## src/rtl/adders_pkg.sv

```systemverilog
// Shared types and constants for the digit-serial adder/subtractor family.
// Combinational helpers only; no state, no handshake.
package adders_pkg;

  typedef enum logic [1:0] {
    IDLE = 2'd0,
    RUN  = 2'd1,
    DONE = 2'd2
  } state_t;

  localparam int DEF_WIDTH   = 16;
  localparam int DEF_DIGIT_W = 4;

  function automatic int num_digits(input int width, input int digit_w);
    return width / digit_w;
  endfunction

endpackage

```

## src/rtl/borrow_subtract_4_bit.sv

```systemverilog
// One DIGIT_W-bit slice of a - b - bin with borrow out; purely combinational,
// zero latency, no backpressure.
module borrow_subtract_4_bit
  import adders_pkg::*;
#(
  parameter int DIGIT_W = DEF_DIGIT_W
) (
  input  logic [DIGIT_W-1:0] a,
  input  logic [DIGIT_W-1:0] b,
  input  logic               bin,
  output logic [DIGIT_W-1:0] d,
  output logic               bout
);

  // One extra bit catches the wrap below zero, which is exactly the borrow.
  logic [DIGIT_W:0] r;

  assign r    = {1'b0, a} - {1'b0, b} - {{DIGIT_W{1'b0}}, bin};
  assign d    = r[DIGIT_W-1:0];
  assign bout = r[DIGIT_W];

endmodule

```

## src/rtl/serial_borrow_subtractor_16_bit.sv

```systemverilog
// Digit-serial diff = a - b - bin, one DIGIT_W slice per cycle; N cycles accept->out_valid,
// single operation in flight, result held until out_ready. SUB_OVF_EN adds the ovf output.
module serial_borrow_subtractor_16_bit
  import adders_pkg::*;
#(
  parameter int WIDTH   = DEF_WIDTH,
  parameter int DIGIT_W = DEF_DIGIT_W
) (
  input  logic             clk,
  input  logic             rst_n,
  input  logic             in_valid,
  output logic             in_ready,
  input  logic [WIDTH-1:0] a,
  input  logic [WIDTH-1:0] b,
  input  logic             bin,
  output logic             out_valid,
  input  logic             out_ready,
  output logic [WIDTH-1:0] diff,
  output logic             bout
`ifdef SUB_OVF_EN
  ,
  output logic             ovf
`endif
);

  localparam int N  = num_digits(WIDTH, DIGIT_W);
  localparam int CW = (N > 1) ? $clog2(N) : 1;
  localparam logic [CW-1:0] LAST = CW'(N - 1);

  state_t             state, state_nxt;
  logic [WIDTH-1:0]   a_q, b_q;
  logic [CW-1:0]      cnt;
  logic               brw;
  logic [DIGIT_W-1:0] a_dig, b_dig, d_dig;
  logic               brw_nxt;
  logic               accept, step, last;

  assign a_dig = a_q[cnt*DIGIT_W +: DIGIT_W];
  assign b_dig = b_q[cnt*DIGIT_W +: DIGIT_W];

  borrow_subtract_4_bit #(.DIGIT_W(DIGIT_W)) u_digit (
    .a    (a_dig),
    .b    (b_dig),
    .bin  (brw),
    .d    (d_dig),
    .bout (brw_nxt)
  );

  always_comb begin
    state_nxt = state;
    accept    = 1'b0;
    step      = 1'b0;
    last      = 1'b0;
    case (state)
      IDLE: begin
        if (in_valid) begin
          accept    = 1'b1;
          state_nxt = RUN;
        end
      end
      RUN: begin
        step = 1'b1;
        if (cnt == LAST) begin
          last      = 1'b1;
          state_nxt = DONE;
        end
      end
      DONE: begin
        if (out_ready) state_nxt = IDLE;
      end
      default: state_nxt = IDLE;
    endcase
  end

  // Handshake outputs come straight from the state register.
  assign in_ready  = (state == IDLE);
  assign out_valid = (state == DONE);

  always_ff @(posedge clk) begin
    if (!rst_n) begin
      state <= IDLE;
      a_q   <= '0;
      b_q   <= '0;
      cnt   <= '0;
      brw   <= 1'b0;
      diff  <= '0;
      bout  <= 1'b0;
`ifdef SUB_OVF_EN
      ovf   <= 1'b0;
`endif
    end else begin
      state <= state_nxt;
      if (accept) begin
        a_q <= a;
        b_q <= b;
        brw <= bin;
        cnt <= '0;
      end
      if (step) begin
        diff[cnt*DIGIT_W +: DIGIT_W] <= d_dig;
        brw <= brw_nxt;
        // Counter parks on the last digit so it never leaves 0..N-1.
        if (!last) cnt <= cnt + CW'(1);
      end
      if (last) begin
        bout <= brw_nxt;
`ifdef SUB_OVF_EN
        // The top digit's MSB is the result sign, produced on this same edge.
        ovf  <= (a_q[WIDTH-1] != b_q[WIDTH-1]) && (d_dig[DIGIT_W-1] != a_q[WIDTH-1]);
`endif
      end
    end
  end

endmodule
```

## config.mk

```make
export PLATFORM = sky130hd
export DESIGN_NAME = serial_borrow_subtractor_16_bit
export DESIGN_NICKNAME = d
export VERILOG_FILES = /design/src/rtl/adders_pkg.sv /design/src/rtl/borrow_subtract_4_bit.sv /design/src/rtl/serial_borrow_subtractor_16_bit.sv
export SDC_FILE = /design/constraint.sdc
export NUM_CORES = 1
export LEC_CHECK = 0
export BUFFER_PORTS_ARGS = -buffer_cell sky130_fd_sc_hd__buf_2
export CAP_MARGIN = 15
export CORE_MARGIN = 5
export CORE_UTILIZATION = 54
export DETAILED_ROUTE_END_ITERATION = 12
export GPL_TIMING_DRIVEN = 1
export PLACE_DENSITY = 0.8
export SLEW_MARGIN = 10
export SYNTH_ARGS = -nofsm -noshare
export SYNTH_HDL_FRONTEND = slang
export SYNTH_HIERARCHICAL = 1
export SYNTH_SLANG_ARGS = --single-unit
```

## constraint.sdc

```tcl
create_clock -name clk -period 3.6 [get_ports clk]
set_input_delay 0.9 -clock clk [delete_from_list [all_inputs] [get_ports clk]]
set_output_delay 0.9 -clock clk [all_outputs]
set_load 0.1 [all_outputs]
```

==> results of run 1 <==
[state kept, by name, summed over array words and instances (netlist names)]
| signal | count |
|---|---|
| bout | 1 |
| diff | 16 |
| state | 2 |
| brw | 1 |
| cnt | 2 |
| a_q | 16 |
| b_q | 16 |
[cell families after synthesis]
group	count (synthesis)
fa+ha+maj	13
mux	9
buf+inv	33
xor+xnor	4
compound gates	55
flops	54
simple gates	112
[layer usage]
layer	wire length, um	share of wire, %
met4	55	1.1
met3	261	5.1
met2	2296	45
met5	0	0
met1	2491	49
[worst register-to-register path, cell delays in order (launching register included)]
cell and delay, ns:
dfxtp_1 0.67, mux4_2 0.43, fa_1 0.48, fa_1 0.40
nand2b_1 0.18, a21oi_2 0.16, xor2_1 0.18, nand2b_1 0.13
o2111a_1 0.17
[Yosys cell counts, types with 3 or more instances]
library cell	n	share of area [%]
ha_1	11	5.4
inv_1	15	2.2
buf_6	5	2.2
a22o_1	4	1.4
buf_2	7	1.4
mux4_2	8	7.0
nor2b_1	4	0.97
clkbuf_1	6	0.88
nand3_1	8	1.6
o21ai_0	5	0.97
dfxtp_1	54	42
a21boi_1	35	10
o22ai_1	6	1.5
nand2_1	81	12
nand3b_1	3	0.88
xor2_1	4	1.4
[final timing paths]
kind	startpoint	endpoint	slack [ns]
setup / recovery	cnt[1]	brw	0.75
hold / removal	diff[1]	diff[1]	0.45
setup reg to reg	cnt[1]	brw	0.75
hold reg to reg	diff[1]	diff[1]	0.45
[power breakdown]
part | leakage [nW] | internal [mW] | total, mW | switching, mW
Sequential | 0.441 | 0.627 | 0.645 | 0.0186
Combinational | 0.772 | 0.108 | 0.279 | 0.172
Clock | 0.0438 | 0.131 | 0.317 | 0.186
Total | 1.26 | 0.866 | 1.24 | 0.376
[layout make-up]
| class | count | area [um2] |
|---|---|---|
| clock buffer | 5 | 68.82 |
| inverter | 15 | 56.30 |
| clock inverter | 2 | 10.01 |
| sequential | 54 | 1081 |
| fill | 427 | 1752 |
| tap | 54 | 67.56 |
| multi-input combinational | 193 | 1328 |
| timing repair buffer | 58 | 297.8 |
[layout by cell type, fill, tap and decap left out, types with 3 or more instances in the layout]
master / instances
a22o_1: 4
nor2b_1: 4
inv_1: 15
buf_2: 55
clkbuf_8: 5
o21ai_0: 5
mux4_2: 8
nand3b_1: 3
xor2_1: 4
dfxtp_1: 54
ha_1: 11
o22ai_1: 6
a21boi_1: 35
buf_4: 3
nand2_1: 81
nand3_1: 8
==> metrics.md, run 1 <==
| Metric | Value |
|---|---|
| Mapped cell area | 2572 um2 |
| Setup TNS | 0 ns |
| Final Critical Period | 2.846 ns |
| Worst path cell trace | mux4_2 > fa_1 > fa_1 > nand2b_1 > a21oi_2 > xor2_1 > nand2b_1 > o2111a_1 |
| Worst Setup Slack post-DPL | 0.7572 ns |
| Synthesized-area fraction occupied by ao, oa, aoi and oai cells | 15.56% |
| Largest net degree at the start of global routing | 35 |
| Max H-tree Level | 2 |
| PortBufs | 55 |
| Vias in the first global route | 1852 |
| Critical path's slowest cell | dfxtp_1 |
| I/O Pins | 56 |
| Clock-pin slew on the worst setup and hold paths | 0.09 ns |
| Starting Density | 55.19% |
| TritonCTS clock tree | built |
| Non-Filler Instances | 381 |
| Syn_nets | 330 |
| DRC violations left | 0 |
| Fin Hold WS | 0.4514 ns |
| Via density | 5.197 |
| Netlist cell types | 33 |
| Layout area overhead | 13.08% |
| Die area | 6244 um2 |
| Post-CTS Resized | 0 |
| Worst Path Required | 3.85 ns |
| # Post-CTS Setup Buffers | 0 |
| Vias | 1980 |
| Final antenna-violating net count | 0 |
| First-pass GRT wire length | 8493 um |
| Fin area | 2909 um2 |
| Syn. warnings | 6 |
| P per Cell Area | 426.9 nW/um2 |
| Fin worst setup slack | 0.7537 ns |
| Slew headroom | 27.38% |
| Hold-critical path depth | 2 |
| Routed WL | 5104 um |
| CP Buf/Inv Count | 0 |
| Initial antenna violation count | 0 |
| Leakage | 1.257 nW |
| Clk sink count | 54 |
| GRT Util Overall | 17.27% |
| Crit path max fanout | 12 |
| Hold_buf cts | 0 |
| Final Core Density | 62.42% |
| Stages on the worst setup path | 8 |
| Setup crit end kind | register |
| Layout cells sized above 1 | 23.24% |
| Worst skew pair latency | 0.30 ns |
| Final hold viol count | 0 |
| Max Slew Vio Count | 0 |
| FF+latch count, synth | 54 |
| Met3 Track Usage GR | 4.762% |
| Clk_skew | 0.004280 ns |
| Register area share after synthesis | 42.02% |
| CTS Buffer Depth | 2 |
| Final setup vio count | 0 |
| Post-synth EDFFs | 0 |
| Period utilization | 79.06% |
| VDD IR max | 0.2628 mV |
| GR Layer Usage met1 | 22.97% |
| Die Width | 79.02 um |
| Die Y | 79.02 um |
| Nets | 377 |
| Synth Area in XOR/XNOR | 1.362% |
| TritonCTS Buffers | 5 |
| GR peak layer | met2 |
| HPWL after detailed placement | 3792 um |
| Worst path top cell family by delay | adder cells |
| Avg Inst Size Synth | 9.187 um2 |
| Wirelength per Cell | 13.40 um |
| Slew @ Worst Pin | 1.089 ns |
| # placed instances | 374 |
| RSZ-0062 raised after global routing | false |
| CP max stage delay | 0.67 ns |
| N_diodes | 0 |
| Simple-gate share of the synthesized area | 20.14% |
| DP Area | 2830 um2 |
| Hold WC Path Type | reg -> reg |
| Clk root buf | clkbuf_8 |
| Mux cell area share after synthesis | 7.393% |
| Run status | finished clean |
| Pwr Total | 1.242 mW |
| Critical setup path kind | reg -> reg |
| Ys async rst share | 0% |
| Synth Area in Adders | 6.907% |
| Post-Synthesis Cells | 280 |
| First-pass iteration count of the detailed router | 4 |
| Reg2Reg Depth | 8 |
| Worst Path Arrival | 3.10 ns |
| GPL Wtd Cong | 0.8766 |
| Core ar. | 4661 um2 |
| Met2 Use GR | 27.44% |
| Gr ovfl total | 0 |
| Max Cap Violations | 0 |
| Fmax | 351.3 MHz |
| Rows | 25 |
| Setup crit start kind | register |
| Ys flop type | dfxtp_1 |
| Iteration-0 DRC Markers | 108 |
| Largest family of logic cells by synthesized area | simple AND/OR/NAND/NOR gates |
Note: power is estimated with default switching activity, not from simulation.
==> inputs of run 2 (changes only) <==
ABC_AREA = 1   (was unset)
clock period = 2.9 ns   (was 3.6 ns; I/O delays follow)
==> run 2 against run 1 <==
Effect of this change:
- largest cell class unchanged
- worst setup slack got worse by 0.50 ns
- utilization rose by 0.87 points
- synthesized cell count grew 26%
- highest routed layer unchanged
==> metrics.md, run 2 <==
| Metric | Value |
|---|---|
| Ys async rst share | 0% |
| Most common cell after layout, fill and taps aside | nor2_1 |
| Worst path cell trace | inv_1 > o21ai_0 > o22ai_1 > inv_1 > fa_1 > fa_1 > inv_1 > nand2_1 > nand2_1 > inv_1 > nor3_1 > nand2_1 > a21oi_1 |
| Gr ovfl total | 0 |
| Die Width | 80.12 um |
| Setup crit start kind | register |
| Multi-input gate area | 1335 um2 |
| Most frequent cell after synthesis | nor2_1 |
| Internal power | 1.208 mW |
| Non-Filler Instances | 466 |
| Clk root buf | clkbuf_8 |
| Worst Path Required | 3.14 ns |
| Leakage | 1.336 nW |
| Layout cells sized above 1 | 20.55% |
| Max H-tree Level | 2 |
| Setup crit end kind | register |
| Fin area | 3009 um2 |
| Register area share after synthesis | 40.72% |
| Fin worst setup slack | 0.2554 ns |
| Setup TNS | 0 ns |
| Via density | 4.944 |
| Hold WC Path Type | reg -> reg |
| Clk_skew | 0.007344 ns |
| Yosys top cell by area | dfxtp_1 |
| First-pass GRT wire length | 9887 um |
| Vias in the first global route | 2215 |
| Core ar. | 4755 um2 |
| Worst skew pair latency | 0.31 ns |
| Syn. warnings | 6 |
| Worst path top cell family by delay | adder cells |
| Reg area | 1084 um2 |
| Seq pwr share | 45.7% |
| CP max stage delay | 0.45 ns |
| CTS Buffer Depth | 2 |
| Crit path max fanout | 12 |
| Starting Density | 55.84% |
| N_diodes | 0 |
| Syn_nets | 402 |
| P_sw | 0.6107 mW |
| Fin Hold WS | 0.4630 ns |
| Most frequent cells in the layout | nor2_1, buf_2, dfxtp_1, o21ai_0, nand2_1 |
| Routed WL | 5736 um |
| Fmax | 378.1 MHz |
| I/O Pins | 56 |
| TritonCTS clock tree | built |
| Ys flop type | dfxtp_1 |
| Fill cells | 462 |
| Avg Inst Size Synth | 7.543 um2 |
| Mapped cell area | 2655 um2 |
| Clock-pin slew on the worst setup and hold paths | 0.09 ns |
| First-pass iteration count of the detailed router | 4 |
| Initial antenna violation count | 0 |
| VDD IR max | 0.3823 mV |
| Clk sink count | 54 |
| HPWL after detailed placement | 4376 um |
| Worst Path Arrival | 2.88 ns |
| Met3 Track Usage GR | 3.812% |
| Sw Share | 33.58% |
| Top post-synthesis cells by area | dfxtp_1, nor2_1, o21ai_0 |
| Clock share of power | 26.2% |
| Final setup vio count | 0 |
| Slew @ Worst Pin | 0.6461 ns |
| Pwr Total | 1.819 mW |
| Max Slew Vio Count | 0 |
| Post-Synthesis Cells | 352 |
| Period utilization | 91.19% |
| Iteration-0 DRC Markers | 100 |
| RSZ-0062 raised after global routing | false |
| Final antenna-violating net count | 0 |
| Hold_buf cts | 0 |
| Area share of the largest cell type after synthesis | 40.72% |
| GPL Wtd Cong | 0.8943 |
| Wirelength per Cell | 12.31 um |
| Final Critical Period | 2.645 ns |
| GR Layer Usage met1 | 23.08% |
| Met2 Use GR | 34.27% |
| PortBufs | 55 |
| # placed instances | 458 |
| Slew headroom | 56.87% |
| Final Core Density | 63.29% |
| Final hold viol count | 0 |
| Worst Setup Slack post-DPL | 0.2214 ns |
| TritonCTS Buffers | 5 |
| P per Cell Area | 604.4 nW/um2 |
| Post-synth EDFFs | 0 |
| Critical setup path kind | reg -> reg |
| Max Cap Violations | 0 |
| Comb pwr share | 28.1% |
| Layout area overhead | 13.34% |
| CP Buf/Inv Count | 4 |
| Vias | 2304 |
| Commonest cells post-synth | nor2_1, dfxtp_1, nand2_1, o21ai_0, inv_1 |
| Netlist cell types | 27 |
| Rows | 25 |
| Nets | 448 |
| FF+latch count, synth | 54 |
| GR peak layer | met2 |
| Die Y | 80.12 um |
| Run status | finished clean |
| Die area | 6419 um2 |
| Largest regs | a_q: 16 flops, b_q: 16 flops, diff: 16 flops |
| Critical Path Most Common Cell | inv_1 |
| Critical path's slowest cell | fa_1 |
| GRT Util Overall | 19.50% |
| DRC violations left | 0 |
| Largest net degree at the start of global routing | 38 |
| DP Area | 2897 um2 |
run 2: layout make-up:
cell class                 instances  share of cell area (%)
tap                               67                   2.786
inverter                          27                   3.534
sequential                        54                   36.01
timing repair buffer              57                   9.647
clock buffer                       8                   3.659
multi-input combinational        253                   44.37
run 2: logic make-up after synthesis:
| kind of cell | Yosys count | share of synthesized area (%) |
|---|---|---|
| AOI/OAI and AO/OA | 83 | 16.02 |
| xor gates and xnor gates | 1 | 0.3299 |
| adders and majority gates | 13 | 6.692 |
| buffers and inverters | 45 | 9.001 |
| DFF | 54 | 40.72 |
| and+or+nand+nor | 156 | 27.24 |
run 2: power by group through the flow:
stage	combinational (mW)	clock [mW]	sequential (mW)
after global placement	0.495	0	0.846
after CTS	0.513	0.482	0.831
after detailed placement	0.510	0	0.848
after global routing	0.592	0.520	0.838
after floorplan	0.393	0	0.866
final	0.511	0.477	0.832
run 2: tightest hold or removal path, stage by stage (launching register included):
cell	delay, ns
dfxtp_1	0.33
inv_1	0.05
a21oi_1	0.05
run 2: repair_timing:
item,4_1_cts,5_1_grt
endpoints found under the setup margin,0,7
gates resized for setup,0,2
setup buffers,0,0
run 2: final timing paths:
path / from / slack (ns) / depth (start not counted) / endpoint
setup / recovery: cnt[1] / 0.26 / 13 / diff[14]
hold / removal: bout / 0.46 / 2 / bout
setup reg to reg: cnt[1] / 0.26 / 13 / diff[14]
hold reg to reg: bout / 0.46 / 2 / bout
run 2: metal layers:
| layer | part of all wire, % | wire length, um |
|---|---|---|
| met1 | 44 | 2503 |
| met2 | 49 | 2821 |
| met3 | 4.3 | 248 |
| met4 | 2.8 | 163 |
| met5 | 0 | 0 |
==> inputs of run 3 (changes only) <==
ABC_AREA = unset   (was 1)
==> run 3 against run 2 <==
Effect of this change:
- total power is 15% lower
- largest power group unchanged
- clock-buffer cell count is 2 lower
- global-route usage is 1.8 points lower
==> metrics.md, run 3 (same netlist as run 1, synthesis figures left out) <==
| Metric | Value |
|---|---|
| Run status | finished clean |
| First-pass iteration count of the detailed router | 4 |
| Final Core Density | 62.85% |
| Period utilization | 92.19% |
| Pwr Total | 1.552 mW |
| Top Layer Used | met4 |
| Seq pwr share | 51.6% |
| Met2 Routed Length | 2390 um |
| Max Slew Vio Count | 0 |
| Clock-pin slew on the worst setup and hold paths | 0.09 ns |
| CTS Buffer Depth | 2 |
| Largest net degree at the start of global routing | 36 |
| Crit Reg-Reg Endpoint | brw |
| Core ar. | 4661 um2 |
| Reg2Reg Launch Point | cnt[0] |
| Clk_skew | 0.009213 ns |
| Die area | 6244 um2 |
| Clock share of power | 25.8% |
| Final setup vio count | 0 |
| Gr ovfl total | 0 |
| Most common cell after layout, fill and taps aside | nand2_1 |
| Comb pwr share | 22.6% |
| Setup crit end kind | register |
| Multi-input gate area | 1335 um2 |
| Via density | 5.259 |
| Clk root buf | clkbuf_8 |
| Wirelength per Cell | 13.51 um |
| TritonCTS clock tree | built |
| I/O Pins | 56 |
| Worst Path Arrival | 2.93 ns |
| Worst Hold End | b_q[10] |
| Worst skew pair latency | 0.31 ns |
| M1 WL | 2355 um |
| Clk sink count | 54 |
| Layout area overhead | 13.86% |
| VDD IR max | 0.3995 mV |
| Crit path max fanout | 2 |
| Fmax | 374.0 MHz |
| CP max stage delay | 0.55 ns |
| Worst path top cell family by delay | adder cells |
| Max Cap Violations | 0 |
| Rows | 25 |
| Final Critical Period | 2.674 ns |
| Critical setup path kind | reg -> reg |
| P_sw | 0.4703 mW |
| Hold-critical path depth | 2 |
| Vias | 2009 |
| PortBufs | 55 |
| Routed WL | 5159 um |
| TritonCTS Buffers | 5 |
| Nets | 378 |
| Final antenna-violating net count | 0 |
| Hold_buf cts | 0 |
| Slew @ Worst Pin | 1.058 ns |
| Initial antenna violation count | 0 |
| RSZ-0062 raised after global routing | false |
| Vias in the first global route | 1971 |
| First-pass GRT wire length | 8694 um |
| HPWL after detailed placement | 3888 um |
| Metal3 WL | 317 um |
| CP Buf/Inv Count | 0 |
| P per Cell Area | 529.8 nW/um2 |
| Final hold viol count | 0 |
| Internal power | 1.081 mW |
| Leakage | 1.259 nW |
| Largest regs | a_q: 16 flops, b_q: 16 flops, diff: 16 flops |
| Reg2Reg Depth | 8 |
| # Post-CTS Setup Buffers | 0 |
| Worst Path Required | 3.16 ns |
| Slew headroom | 29.48% |
| Layout cells sized above 1 | 23.48% |
| Fin Hold WS | 0.4557 ns |
| N_diodes | 0 |
| Reg area | 1081 um2 |
| Hold WC Path Type | reg -> reg |
| Setup crit start kind | register |
| Starting Density | 55.19% |
| R2R Setup Slk | 0.23 ns |
| Critical path's slowest cell | mux4_2 |
| Max H-tree Level | 2 |
| Setup TNS | 0 ns |
| HP Start | b_q[10] |
| Die Y | 79.02 um |
| GPL Wtd Cong | 0.8185 |
| GRT Util Overall | 17.70% |
| Most frequent cells in the layout | nand2_1, buf_2, dfxtp_1, a21boi_1, inv_1 |
| Die Width | 79.02 um |
| Worst path cell trace | mux4_2 > fa_1 > fa_1 > nand2b_1 > a21oi_2 > xor2_1 > nand2b_1 > o2111a_1 |
| Sw Share | 30.31% |
| Iteration-0 DRC Markers | 79 |
| Fill cells | 416 |
| DRC violations left | 0 |
[run 3: what timing repair did]
action / 4_1_cts / 5_1_grt
endpoints found under the setup margin: 0 / 3
resized for setup: 0 / 2
endpoints found under the hold margin: 0 / 0
[run 3: worst max path at each step]
stage	endpoint	slack [ns]	cells after the start	start
6_report	brw	0.23	8	cnt[0]
5_1_grt	diff[3]	0.01	10	cnt[0]
4_1_cts	diff[3]	0.14	10	cnt[0]
3_5_place_dp	diff[3]	0.16	10	cnt[0]
3_3_place_gp	diff[3]	0.28	10	cnt[0]
2_1_floorplan	brw	0.07	9	cnt[0]
[run 3: per-layer routing]
metal	GRT usage [%]	up-vias
met5	0	-
met4	8.247	0
met3	4.535	7
met2	29.12	56
met1	21.66	912
li1	-	1034
[run 3: worst min-delay path, stage by stage, from the launching register on]
cell and delay [ns]:
dfxtp_1 0.32, nand2_1 0.05, a21boi_1 0.05
[run 3: layout make-up]
| type | count | area share (%) |
|---|---|---|
| multi-input cells | 193 | 45.58 |
| clock inverters | 1 | 0.2563 |
| flip-flops and latches | 54 | 36.91 |
| clock buffers | 6 | 2.478 |
| well taps | 54 | 2.307 |
| inverters | 15 | 1.922 |
| repair buffers | 59 | 10.55 |
[run 3: through the flow]
step / cell area, um2 / std cells / setup WS [ns]
3_3_place_gp: 2838 / 375 / 0.2778
4_1_cts: 2918 / 382 / 0.1426
2_1_floorplan: 2575 / 280 / 0.07236
5_1_grt: 2929 / 382 / 0.01238
3_5_place_dp: 2838 / 375 / 0.1645
6_report: 2929 / 382 / 0.2265
[run 3: power groups by stage]
stage | clock network (mW) | registers [mW] | logic, mW
2_1_floorplan | 0 | 0.845 | 0.240
3_5_place_dp | 0 | 0.818 | 0.349
3_3_place_gp | 0 | 0.817 | 0.339
5_1_grt | 0.430 | 0.806 | 0.393
4_1_cts | 0.410 | 0.801 | 0.350
6_report | 0.400 | 0.800 | 0.351
